File: config.mk
export PLATFORM = sky130hd
export DESIGN_NAME = lfsr_key_scheduler
export DESIGN_NICKNAME = d
export VERILOG_FILES = /design/src/rtl/lfsr_key_scheduler.sv
export SDC_FILE = /design/constraint.sdc
export NUM_CORES = 1
export LEC_CHECK = 0
export ABC_AREA = 0
export CAP_MARGIN = 25
export CORE_ASPECT_RATIO = 0.75
export CORE_UTILIZATION = 46
export DETAILED_ROUTE_END_ITERATION = 12
export PLACE_DENSITY = 0.78
export SLEW_MARGIN = 20
export SYNTH_ARGS = -nofsm -noshare
export SYNTH_HDL_FRONTEND = slang
export SYNTH_SLANG_ARGS = --single-unit
File: constraint.sdc
create_clock -name clk -period 2.15 [get_ports clk]
set_clock_uncertainty 0.05 [all_clocks]
set_input_delay 0.3225 -clock clk [delete_from_list [all_inputs] [get_ports clk]]
set_output_delay 0.3225 -clock clk [all_outputs]
set_load 0.05 [all_outputs]
File: src/rtl/lfsr_key_scheduler.sv
// lfsr_key_scheduler: two-channel round-robin key-word generator driven by a 16-bit LFSR
module lfsr_key_scheduler #(
  parameter int          STEPS = 16,
  parameter logic [15:0] SEED  = 16'h0001
) (
  input  logic        clk,
  input  logic        reset,
  input  logic        seed_load,
  input  logic [15:0] seed_value,
  input  logic [1:0]  req,
  output logic [1:0]  ack,
  output logic [15:0] key_out,
  output logic        busy,
  output logic [15:0] lfsr_state
);
  typedef enum logic [1:0] {IDLE, STEP, DELIVER} state_t;
  state_t      state, state_next;
  logic [7:0]  cnt;
  logic        g, rr, grant;
  logic [15:0] lfsr_next;
  always_comb begin
    lfsr_next  = {lfsr_state[14:0], lfsr_state[15] ^ lfsr_state[13]};
    grant      = req[rr] ? rr : !rr;
    state_next = state == IDLE ? ((!seed_load && |req) ? STEP : IDLE) :
                 state == STEP ? (cnt == 8'd0 ? DELIVER : STEP) : IDLE;
  end
  assign busy = state != IDLE;
  always_ff @(posedge clk) begin
    if (reset) begin
      state      <= IDLE;
      lfsr_state <= SEED == 16'h0000 ? 16'h0001 : SEED;
      key_out    <= 16'h0000;
      ack        <= 2'b00;
      rr         <= 1'b0;
      g          <= 1'b0;
      cnt        <= 8'd0;
    end else begin
      state <= state_next;
      ack   <= 2'b00;
      // an all-zero seed would lock the LFSR, so it is forced to one
      if (state == IDLE && seed_load) lfsr_state <= seed_value == 16'h0000 ? 16'h0001 : seed_value;
      if (state == IDLE && !seed_load && |req) begin
        g   <= grant;
        cnt <= 8'(STEPS - 1);
      end
      if (state == STEP) begin
        lfsr_state <= lfsr_next;
        cnt        <= cnt == 8'd0 ? cnt : cnt - 8'd1;
        if (cnt == 8'd0) begin
          key_out <= lfsr_next;
          ack     <= g ? 2'b10 : 2'b01;
          rr      <= !g;
        end
      end
    end
  end
endmodule

==> impl_metrics.env <==
export IMPL_cp_arrival_ns=1.62
export IMPL_cts_setup_buffers=0
export IMPL_end_kind="output port"
export IMPL_post_route_period_util_pct=92.57
export IMPL_dieArea_um2=5278
export IMPL_cts_root_buf="clkbuf_8"
export IMPL_drv_cap=0
export IMPL_yosysSeqAreaShare_pct=40.13
export IMPL_yosysWarnings=0
export IMPL_antenna_left=0
export IMPL_grt_pass1_wl_um=9466
export IMPL_die_w_um=83.56
export IMPL_fmax_ghz=0.5024
export IMPL_crit_slowest_cell="clkdlybuf4s50_1"
export IMPL_synth_fp_nets=287
export IMPL_start_kind="flip-flop"
export IMPL_dpl_cell_count=349
export IMPL_initial_core_util_pct=49.62
export IMPL_finalMaxSlewViolations=0
export IMPL_nNetsFinal=321
export IMPL_slowest_delay_ns=0.87
export IMPL_place_gp_congestion=0.7936
export IMPL_clkTransAtPathRegs_ns=0.08
export IMPL_first_iter_violations=99
export IMPL_port_buffers=55
export IMPL_vias_per_cell=6.104
export IMPL_path_cells="clkdlybuf4s50_1"
export IMPL_synth_async_sr_flop_share_pct=0
export IMPL_min_path_type="reg -> reg"
export IMPL_syn_area_per_cell_um2=8.659
export IMPL_ios=56
export IMPL_via_count=2179
export IMPL_grt_overflow=0
export IMPL_final_cells=357
export IMPL_slew_headroom_pct=64.66
export IMPL_antenna_found_initial=0
export IMPL_yosys_most_used_dff="dfxtp_1"
export IMPL_cp_buffers_inverters=1
export IMPL_syn_inst=265
export IMPL_drive_gt1_share_pct=13.67
export IMPL_power_density_nw_per_um2=818.5
export IMPL_syn_area_um2=2295
export IMPL_worst_slew_pin_transition_ns=0.5285
export IMPL_status="finished clean"
export IMPL_synth_seq_cells=46
export IMPL_htree_levels=2
export IMPL_cts_tree="done"
export IMPL_num_antenna_cells=0
export IMPL_worstPathRequired_ns=1.78
export IMPL_path_delay_family="buffers and inverters"
export IMPL_cts_made_buffers=5
export IMPL_rsz0062_at_grt="false"
export IMPL_grt_max_degree=31
export IMPL_grt_pass1_vias=1905
export IMPL_groute_usage_overall_pct=22.26
export IMPL_cp_max_fo=4
export IMPL_routed_wl_um=5851
export IMPL_hold_viol=0
export IMPL_clock_path_buffers=2
export IMPL_cts_sinks=46
export IMPL_drc=0
export IMPL_placement_rows=21
export IMPL_die_y_um=63.17
export IMPL_core_um2=4624
export IMPL_syn_to_final_growth_pct=26.12
export IMPL_wl_per_cell_um=16.39
export IMPL_hpwlAfterDp_um=4053
export IMPL_timing_final_crit_period_ns=1.990
export IMPL_crit_type="reg -> out"
export IMPL_fin_tns_setup_ns=0
export IMPL_cts_resized=0
export IMPL_clk_latency_ns=0.30
export IMPL_p_leak_uw=0.001011
export IMPL_setup_violations=0
export IMPL_postCtsHoldBufs=0
export IMPL_vdd_drop_max_v=0.0003969
export IMPL_synth_edf_count=0
export IMPL_drtPass1Iterations=5
export IMPL_yosysUniqueCellTypes=43
==> worst min-delay path, cell delays in order, from the launching register on <==
cell and delay, ns:
dfxtp_1 0.32, o31ai_1 0.06, a21oi_1 0.06
==> layout make-up <==
cell class	instances	area, um2
clock inverters	1	5.005
inverters	4	15.01
flip-flops and latches	46	920.9
well taps	57	71.32
repair buffers	68	658.1
multi-input cells	174	1137
clock buffers	7	86.33
fillers	399	1730
==> metal layers <==
metal / GRT usage (%) / vias up / part of all wire (%)
li1: - / 1062 / -
met1: 32.90 / 1022 / 49
met2: 32.38 / 88 / 43
met3: 4.849 / 7 / 7.4
met4: 6.356 / 0 / 1.0
met5: 0 / - / 0
==> cells in the final DEF (no fill, tap or decap), drive strengths merged, types with 4 or more instances in the layout <==
cell	count
nor4	6
nor2	19
buf	14
nor2b	15
o31ai	16
a21oi	35
o21ai	7
nand4	16
nor3	6
clkbuf	7
dfxtp	46
clkdlybuf4s50	54
o221a	14
a31oi	4
==> cells in the mapped netlist, drive strengths merged, types with 3 or more instances <==
cell type	instances	share of area, %
nor2	19	3.1
nand4	16	4.4
nand2b	3	0.82
o31ai	16	5.2
o221a	14	6.9
clkbuf	16	2.6
a211oi	3	0.98
nor4	6	1.6
buf	25	7.3
a21oi	35	7.6
nor2b	15	4.1
o21ai	7	1.5
inv	3	0.49
or4	3	0.98
nor3	6	1.5
a31oi	4	1.1
dfxtp	46	40
==> logic make-up (layout without fill, tap and decap cells) <==
family	Yosys count	after routing	share of synthesized area, %
AND/OR/NAND/NOR	81	81	20.56
flip-flops	46	46	40.13
adder cells (fa/ha/maj)	1	1	0.5452
XOR/XNOR	1	1	0.3817
buffers and inverters	45	80	10.58
multiplexers	1	1	0.4362
AO/OA/AOI/OAI	90	90	27.37
==> final timing paths <==
check,start,end,slack [ns],cells after the start
setup / recovery,lfsr_state[10],lfsr_state[10],0.16,1
hold / removal,key_out[11],key_out[11],0.43,2
setup reg to reg,cnt[0],cnt[1],0.19,5
hold reg to reg,key_out[11],key_out[11],0.43,2
==> registers in the layout, indices dropped and copies added (netlist names) <==
signal      flops
lfsr_state     16
ack             2
rr              1
key_out        16
g               1
state           2
cnt             8
==> where the power goes <==
part / leakage, uW / total [uW] / internal (uW) / switching (uW)
registers: 0.000377 / 1010 / 924 / 84.8
clock network: 0.0000482 / 546 / 260 / 287
logic: 0.000586 / 814 / 303 / 510
==> through the flow <==
stage                     worst slack, ns  hold WS, ns  cell area, um2  utilization (%)  total power [uW]
after floorplan                    0.4144       0.3822            2295                -              1617
after global placement             0.3075       0.4134            2803            60.61              1821
after detailed placement           0.2383       0.4190            2803            60.61              1827
after CTS                          0.1652       0.4309            2894            62.58              2365
after global routing              0.06719       0.4474            2894            62.58              2475
final                              0.1597       0.4303            2894            62.58              2369
(Power assumes the default switching activity.)
==> RTL edit (config.mk and constraints unchanged) <==
The parameter `STEPS` goes from 16 to 15.
--- a/src/rtl/lfsr_key_scheduler.sv
+++ b/src/rtl/lfsr_key_scheduler.sv
@@ -2,3 +2,3 @@
 module lfsr_key_scheduler #(
-  parameter int          STEPS = 16,
+  parameter int          STEPS = 15,
   parameter logic [15:0] SEED  = 16'h0001
Behaviour: no difference found for any inputs over 10 cycles, from zero or initial values and one cycle with reset high; that may be too few to reach the edited logic, so the function may still have changed.
==> RTL edit against the original RTL <==
- cell count rose by 7.6%
- area after synthesis fell by 6.9%
- total power fell by 4.8%
- fmax rose by 2.2%
- worst setup slack improved by 0.044 ns
- sequential cell count did not move
- routed wire length fell by 14%
- cell area fell by 4.3%
- critical path type is now reg -> reg
- highest routed layer unchanged
==> RTL edit: results (changes against the original RTL) <==
CP.ARRIVAL_NS=2.11  # +0.49 ns
SYNTHESIS.NETS=305  # +6.3%
UNIQUE_CELL_TYPE_COUNT_IN_THE_YOSYS_NETLIST=34  # -21%
FIRST_GLOBAL_VIAS=1735  # -8.9%
KIND_OF_CELL_ADDING_THE_MOST_DELAY_TO_THE_CRITICAL_PATH='simple AND/OR/NAND/NOR gates'
MET3_LENGTH_UM=221  # -49%
POWER.IR.VDD_WORST_uV=481  # +21%
SYNTH-COMPOUND-AREA-SHARE_PCT=12.7  # -15 points
PLACE_CONGESTION=0.806  # +1.6%
BUFAREASHARENONCLOCK_PCT=23.5  # +0.75 points
WORST_PATH_LARGEST_CELL_DELAY_NS=0.50  # -0.37 ns
OUTCOME='finished clean'
GRT_START_MAX_NET_PINS=36  # +16%
SYNTHTOLAYOUTAREAGROWTH_PCT=29.6
MULTI_INPUT_COMB_AREA_UM2=1030  # -9.6%
DETAILROUTE.VIA_COUNT=1985  # -8.9%
GRT.MET3_USAGE_PCT=6.81  # +2.0 points
CRITICAL-PATH-SLOWEST-CELL='sky130_fd_sc_hd__or4b_4'
PLACE_WORST_SETUP_SLACK_NS=0.230  # -0.00814 ns
GLOBAL_ROUTE_WIRE_LENGTH_BEFORE_REPAIR_MM=8.16  # -14%
FRACTION_OF_AREA_IN_MULTI_INPUT_GATES_PCT=37.1  # -2.2 points
DRIVE_ABOVE_1_SHARE_PCT=7.34  # -6.3 points
DETAIL_ROUTE.WIRELENGTH.MET1_MM=2.52  # -12%
FINAL.FILL_COUNT=426  # +6.8%
DRTITER0DRC=134  # +35%
==> RTL edit: cell types whose count changed in the layout (fill, tap and decap cells not counted), moves of 3 or more <==
cell / before / now
sky130_fd_sc_hd__nand4_1: 16 / 2
sky130_fd_sc_hd__o221a_2: 14 / 0
sky130_fd_sc_hd__a31oi_1: 4 / 1
sky130_fd_sc_hd__nand2_1: 2 / 33
sky130_fd_sc_hd__o21ai_0: 7 / 3
sky130_fd_sc_hd__nor3_1: 5 / 22
sky130_fd_sc_hd__o31ai_1: 16 / 1
sky130_fd_sc_hd__nor2_1: 19 / 59
==> RTL edit: final timing paths <==
kind,slack [ns],depth (start not counted),endpoint
setup reg to reg,0.20,7,rr
hold reg to reg,0.41,2,key_out[9]
hold / removal,0.41,2,key_out[9]
setup / recovery,0.20,7,rr
==> RTL edit: tightest hold or removal path: stages (launching register included) <==
cell                      delay (ns)
sky130_fd_sc_hd__dfxtp_1        0.31
sky130_fd_sc_hd__nand2_1        0.05
sky130_fd_sc_hd__a21oi_1        0.05
